File: src/rtl/peripheral_arbiter_wb.sv
// Round-robin Wishbone B4 arbiter sharing one slave among NUM_MASTERS masters; grant held for CYC.
// Optional watchdog: define PERIPHERAL_ARB_TIMEOUT_EN to force ERR after TIMEOUT stalled cycles.
module peripheral_arbiter_wb #(
    parameter int unsigned NUM_MASTERS = 2,
    parameter int unsigned AW          = 32,
    parameter int unsigned DW          = 32,
    parameter int unsigned TIMEOUT     = 255
) (
    input  logic                       wb_clk_i,
    input  logic                       wb_rst_i,
    input  logic [NUM_MASTERS*AW-1:0]  wbm_adr_i,
    input  logic [NUM_MASTERS*DW-1:0]  wbm_dat_i,
    input  logic [NUM_MASTERS*DW/8-1:0] wbm_sel_i,
    input  logic [NUM_MASTERS-1:0]     wbm_we_i,
    input  logic [NUM_MASTERS-1:0]     wbm_cyc_i,
    input  logic [NUM_MASTERS-1:0]     wbm_stb_i,
    input  logic [NUM_MASTERS*3-1:0]   wbm_cti_i,
    input  logic [NUM_MASTERS*2-1:0]   wbm_bte_i,
    output logic [DW-1:0]              wbm_dat_o,
    output logic [NUM_MASTERS-1:0]     wbm_ack_o,
    output logic [NUM_MASTERS-1:0]     wbm_err_o,
    output logic [NUM_MASTERS-1:0]     wbm_rty_o,
    output logic [AW-1:0]              wbs_adr_o,
    output logic [DW-1:0]              wbs_dat_o,
    output logic [DW/8-1:0]            wbs_sel_o,
    output logic                       wbs_we_o,
    output logic                       wbs_cyc_o,
    output logic                       wbs_stb_o,
    output logic [2:0]                 wbs_cti_o,
    output logic [1:0]                 wbs_bte_o,
    input  logic [DW-1:0]              wbs_dat_i,
    input  logic                       wbs_ack_i,
    input  logic                       wbs_err_i,
    input  logic                       wbs_rty_i,
    output logic [NUM_MASTERS-1:0]     grant_o
);
    localparam int unsigned IW = $clog2(NUM_MASTERS);
    localparam int unsigned SW = DW / 8;
    localparam logic [NUM_MASTERS-1:0] OneBit = NUM_MASTERS'(1);

    typedef enum logic {StIdle, StBusy} state_e;

    state_e                 r_state;
    logic [NUM_MASTERS-1:0] r_grant;
    logic [IW-1:0]          r_last;

    logic [IW-1:0] w_pick;
    int unsigned   w_best;
    logic          w_busy;
    logic          w_timeout;

    // Closest requester after the last grant, measured as rotational distance.
    always_comb begin
        w_pick = r_last;
        w_best = NUM_MASTERS;
        for (int unsigned j = 0; j < NUM_MASTERS; j++) begin
            if (wbm_cyc_i[j] && ((j + NUM_MASTERS - 1 - r_last) % NUM_MASTERS) < w_best) begin
                w_best = (j + NUM_MASTERS - 1 - r_last) % NUM_MASTERS;
                w_pick = IW'(j);
            end
        end
    end

    always_ff @(posedge wb_clk_i) begin
        if (wb_rst_i) begin
            r_state <= StIdle;
            r_grant <= '0;
            r_last  <= IW'(NUM_MASTERS - 1);
        end else begin
            unique case (r_state)
                StIdle: begin
                    if (|wbm_cyc_i) begin
                        r_state <= StBusy;
                        r_grant <= OneBit << w_pick;
                        r_last  <= w_pick;
                    end
                end
                StBusy: begin
                    if (!wbm_cyc_i[r_last]) begin
                        r_state <= StIdle;
                        r_grant <= '0;
                    end
                end
                default: r_state <= StIdle;
            endcase
        end
    end

    assign w_busy  = (r_state == StBusy);
    assign grant_o = r_grant;

`ifdef PERIPHERAL_ARB_TIMEOUT_EN
    logic [15:0] r_wdog;
    logic        w_resp;

    assign w_resp    = wbs_ack_i | wbs_err_i | wbs_rty_i;
    assign w_timeout = w_busy && (r_wdog == 16'(TIMEOUT));

    always_ff @(posedge wb_clk_i) begin
        if (wb_rst_i || !w_busy || !wbm_cyc_i[r_last] || w_resp || w_timeout) begin
            r_wdog <= '0;
        end else if (wbm_stb_i[r_last]) begin
            r_wdog <= r_wdog + 16'd1;
        end
    end
`else
    assign w_timeout = 1'b0;
`endif

    always_comb begin
        wbs_adr_o = '0;
        wbs_dat_o = '0;
        wbs_sel_o = '0;
        wbs_we_o  = 1'b0;
        wbs_cyc_o = 1'b0;
        wbs_stb_o = 1'b0;
        wbs_cti_o = '0;
        wbs_bte_o = '0;
        if (w_busy) begin
            wbs_adr_o = wbm_adr_i[r_last*AW +: AW];
            wbs_dat_o = wbm_dat_i[r_last*DW +: DW];
            wbs_sel_o = wbm_sel_i[r_last*SW +: SW];
            wbs_we_o  = wbm_we_i[r_last];
            wbs_cyc_o = wbm_cyc_i[r_last];
            wbs_stb_o = wbm_stb_i[r_last] & ~w_timeout;
            wbs_cti_o = wbm_cti_i[r_last*3 +: 3];
            wbs_bte_o = wbm_bte_i[r_last*2 +: 2];
        end
    end

    assign wbm_dat_o = wbs_dat_i;
    assign wbm_ack_o = r_grant & {NUM_MASTERS{wbs_ack_i}};
    assign wbm_err_o = r_grant & {NUM_MASTERS{wbs_err_i | w_timeout}};
    assign wbm_rty_o = r_grant & {NUM_MASTERS{wbs_rty_i}};

endmodule
File: config.mk
export PLATFORM = sky130hd
export DESIGN_NAME = peripheral_arbiter_wb
export DESIGN_NICKNAME = d
export VERILOG_FILES = /design/src/rtl/peripheral_arbiter_wb.sv
export SDC_FILE = /design/constraint.sdc
export NUM_CORES = 1
export LEC_CHECK = 0
export CAP_MARGIN = 5
export CORE_AREA = 2 2 117 119
export CTS_BUF_LIST = sky130_fd_sc_hd__clkbuf_4
export DETAILED_ROUTE_END_ITERATION = 6
export DIE_AREA = 0 0 119 121
export REMOVE_ABC_BUFFERS = 1
export SLEW_MARGIN = 15
export SYNTH_ARGS = -nofsm -noshare
export SYNTH_HDL_FRONTEND = slang
export SYNTH_SLANG_ARGS = --single-unit
File: constraint.sdc
create_clock -name wb_clk_i -period 1.1 [get_ports wb_clk_i]
set_clock_uncertainty 0.05 [all_clocks]
set_input_delay 0.165 -clock wb_clk_i [delete_from_list [all_inputs] [get_ports wb_clk_i]]
set_output_delay 0.165 -clock wb_clk_i [all_outputs]
set_load 0.05 [all_outputs]
### Word level (Yosys, flattened, before mapping)

Cells that the tools add are included.
W data, S select, Z words.

* register bits: 4
* bits of input ports: 189
* output and inout bits: 116
* word-level logic and storage cells: 49

* $add $sub $neg: 2
* multiply operators: 1
* $lt $le $gt $ge: 3
* equality and inequality tests: 2
* shifts and indexed selects: 6
* multiplexer cells: 23
* bitwise gates (word level): 4
* reduce and logical (&&, ||, !) cells: 5

Operators by type and width (count)
* $shiftx A64 B7 Y32: 2
* $mux W32: 2
* $lt A1 B32 Y1: 1
* $mux W1: 13
* $mux W2: 4
* $shiftx A8 B4 Y4: 1
* $and A2 B2 Y2: 3
* $shiftx A6 B4 Y3: 1
* $lt A1 B2 Y1 const B: 2
* $mux W4: 1
* $ne A2 B2 Y1 const B: 2
* $pmux W2 S2: 1
* $reduce_and A2 Y1: 2
* $shiftx A4 B3 Y2: 1
* $mul A1 B2 Y3 const B: 1
* $mux W3: 1
* $logic_and A1 B1 Y1: 2
* $pmux W1 S2: 1
* $reduce_or A2 Y1: 1
* $shl A1 B1 Y2 const A: 1
* $sub A1 B1 Y1 const A: 2
* $not A1 Y1: 1

### Depth between registers and ports, before layout

* word-level depth: 10
* depth in mapped cells: 5
* gate-level depth less buffers: 3

### Worst setup path before layout

No wires, ideal clock.

* kind: register to output
* start point: register r_state
* end point: output port wbs_adr_o[12]
* arrival: 1.484 ns
* required time: 0.885 ns
* setup slack: -0.599 ns
* cell stages (with the launch flop): 4
* cell sequence: dfxtp_1 -> clkbuf_1 -> clkbuf_1 -> nor2b_1

* word-level cells in the longest chain between the ends: 1

Ends and longest elaborated chain
* start, declared: RTL line 43 `state_e r_state;`
* start signal, assigned: RTL line 66 `r_state <= StIdle;`
* start signal, assigned: RTL line 73 `r_state <= StBusy;`
* start signal, assigned: RTL line 80 `r_state <= StIdle;`
* $mux W32: RTL line 119 `if (w_busy) begin`
* end, declared: RTL line 23 `output logic [AW-1:0] wbs_adr_o,`

No other way between the ends.

### Worst setup path after layout

* start point: register r_last
* end point: output port wbs_adr_o[22]

* word-level cells in the longest chain between the ends: 2

Ends and longest elaborated chain
* start, declared: RTL line 45 `logic [IW-1:0] r_last;`
* start signal, assigned: RTL line 68 `r_last <= IW'(NUM_MASTERS - 1);`
* start signal, assigned: RTL line 75 `r_last <= w_pick;`
* $shiftx A64 B7 Y32: RTL line 120 `wbs_adr_o = wbm_adr_i[r_last*AW +: AW];`
* $mux W32: RTL line 119

No other way between the ends.

==> results.toml <==
[yosys]
synth-seq-cells = 4
synth_top_cell_by_area = "mux2i_1"
syn_area_um2 = 1810
synthFlopType = "dfxtp_1"
synth_area_per_cell_um2 = 7.88
syn_inst = 230
synthTopCellsByCount = "mux2i_1, nor2b_1, buf_4"
synth_cell_types = 22
synth.area.top_cells = "mux2i_1, nor2b_1, buf_4"
yosysSeqAreaShare_pct = 4.42
synth_warnings = 0
synth_edf_count = 0
yosysTopAreaCellShare_pct = 42.0
synthArstFlopShare_pct = 0

[power]
combPwrFrac_pct = 89.4
p_sw_mw = 1.69
leakagePower_nw = 2.49
clkPwrFrac_pct = 6.0
sequentialPowerShare_pct = 4.6
ir_worst_vdd_mv = 0.457
power_density_nw_per_um2 = 684
p_int_mw = 2.35
switching_share_pct = 41.8

[timing]
drv_slew = 0
min_period_ns = 1.66
worst_slew_pin_slew_ns = 0.227
whs_ns = 0.280
finalSetupViolCount = 86
rsz0062_at_grt = "yes"
post-route-period-util_pct = 151
layout_setup_ws_ns = -0.565
final-hold-violation-count = 0
max_slew_margin_pct = 84.9
fmax_mhz = 601

[cells_and_area]
antenna_cells = 0
finish.utilization_pct = 45.1
final_nets = 646
drive_gt1_share_pct = 45.4
area_delta_synth_final_pct = 226

[grt]
grt_pass1_wl_mm = 16.4
grt_pass1_vias = 2607
grt-ovfl-total = 0
antenna_found_initial = 0
grt_use_total_pct = 15.1
grt_max_degree = 44

[worst_hold_path]
min_path_type = "in -> out"

[routing]
dr.pass1.iters = 4
avgViaCountPerCell = 4.00
routed_wl_mm = 11.9
antenna_left = 0
drc_errors = 0
wl_per_cell_um = 18.8
dr_total_vias = 2527
drt_iter0_markers = 78

[placement]
dpl_worst_slack_ns = -0.357
place.gp.congestion = 0.822
hpwl_mm = 9.34
portBuffers = 240

[clock_tree]
hold_buffers = 0
cts.clk_slew.worst_paths_ns = 0.04
cts_root_buffer = "clkbuf_4"
cts_tree = "done"
htreeDepth = 1
cts_sinks = 4
clockBufferDepth = 2
insertion_delay_ns = 0.25
cts_buffers = 3

[setup_path]
worst_setup_path_start_kind = "register"
crit_type = "reg -> out"
endpoint_kind = "output pin"
cp.arrival_ns = 1.45
worstPathRequired_ns = 0.88
path_max_fanout = 5

[floorplanning]
coreArea_um2 = 13100
ioPinCount = 305
rows = 42
die_x_um = 119
die_h_um = 121
die_area_um2 = 14400
initial_core_util_pct = 13.8

[outcome]
violations = "setup timing"
outcome = "finished, violations left"

[job]
drv_cap = 0
==> kinds of logic (layout without fill, tap and decap cells) <==
kind of cell	Yosys count	in the layout	synth area share [%]
and+or+nand+nor	91	91	31.0
muxes	76	76	42.0
buffers and inverters	51	277	19.3
AOI/OAI and AO/OA	8	8	3.25
DFF	4	4	4.42
==> flip-flops by register name, summed over array words and instances, names as in the netlist <==
name,cells
grant_o,2
r_state,1
r_last,1
==> through the flow <==
stage	total power, mW	instances	instance area, um2	setup TNS (ns)
final	4.03	632	5900	-39.83
after global routing	4.20	632	5900	-44.74
after CTS	3.79	627	5490	-40.30
after detailed placement	3.26	610	5100	-18.51
after global placement	3.23	610	5100	-17.05
after floorplan	1.55	180	1470	-231.59
==> path summary, 6_finish.rpt <==
kind | from | end | slack, ns | cells after the start
max reg2reg | r_last | grant_o[0] | -0.26 | 7
min reg2reg | grant_o[0] | grant_o[0] | 0.63 | 3
min | wbs_dat_i[15] | wbm_dat_o[15] | 0.28 | 0
max | r_last | wbs_adr_o[22] | -0.56 | 5
==> final cells by class <==
cell class / count / area [um2]
Tap cell: 176 / 220
Multi-Input combinational cell: 175 / 1770
Clock buffer: 4 / 30.0
Inverter: 1 / 6.26
Timing Repair Buffer: 272 / 3780
Fill cell: 1160 / 7190
Sequential cell: 4 / 92.6
==> what timing repair did <==
action | 4_1_cts | 5_1_grt
pin swaps | 2 | 4
gates resized for setup | 53 | 87
cloned | 6 | 1
setup endpoints to repair | 88 | 88
setup buffers | 7 | 4
==> layout by cell type, fill, tap and decap left out <==
master,n
nor2b_4,5
nor2_1,3
nand3_1,2
a31oi_1,1
clkdlybuf4s50_1,153
a22o_1,1
dfxtp_4,3
buf_4,6
and3b_1,1
a21oi_1,1
a21o_1,1
dfxtp_2,1
and2_4,6
nor2b_1,28
mux2i_4,14
clkbuf_4,4
inv_4,1
nand2b_1,2
clkbuf_16,4
a211o_1,1
mux2i_2,13
o21ai_1,1
dlygate4sd2_1,3
nand4_1,1
buf_12,88
mux2i_1,49
a21bo_2,1
buf_8,5
buf_16,6
buf_6,7
a211oi_1,1
nor2b_2,43
==> critical path, cell delays in order, from the launching register on <==
cell and delay [ns]:
dfxtp_4 0.41, buf_8 0.15, buf_12 0.14, mux2i_4 0.26, nor2b_2 0.08, buf_12 0.15
==> power groups by stage <==
| stage | logic (mW) | clock network (mW) | registers [mW] |
|---|---|---|---|
| 4_1_cts | 3.35 | 0.246 | 0.184 |
| 3_3_place_gp | 3.05 | 0 | 0.188 |
| 6_report | 3.61 | 0.240 | 0.185 |
| 2_1_floorplan | 1.24 | 0 | 0.311 |
| 3_5_place_dp | 3.07 | 0 | 0.190 |
| 5_1_grt | 3.74 | 0.270 | 0.188 |
==> metal layers <==
| metal | part of all wire, % | global-route usage [%] |
|---|---|---|
| met2 | 49 | 24.7 |
| met1 | 38 | 17.8 |
| met4 | 1.1 | 1.71 |
| met3 | 11 | 7.61 |
| met5 | 0.68 | 5.15 |
(Power assumes the default switching activity.)
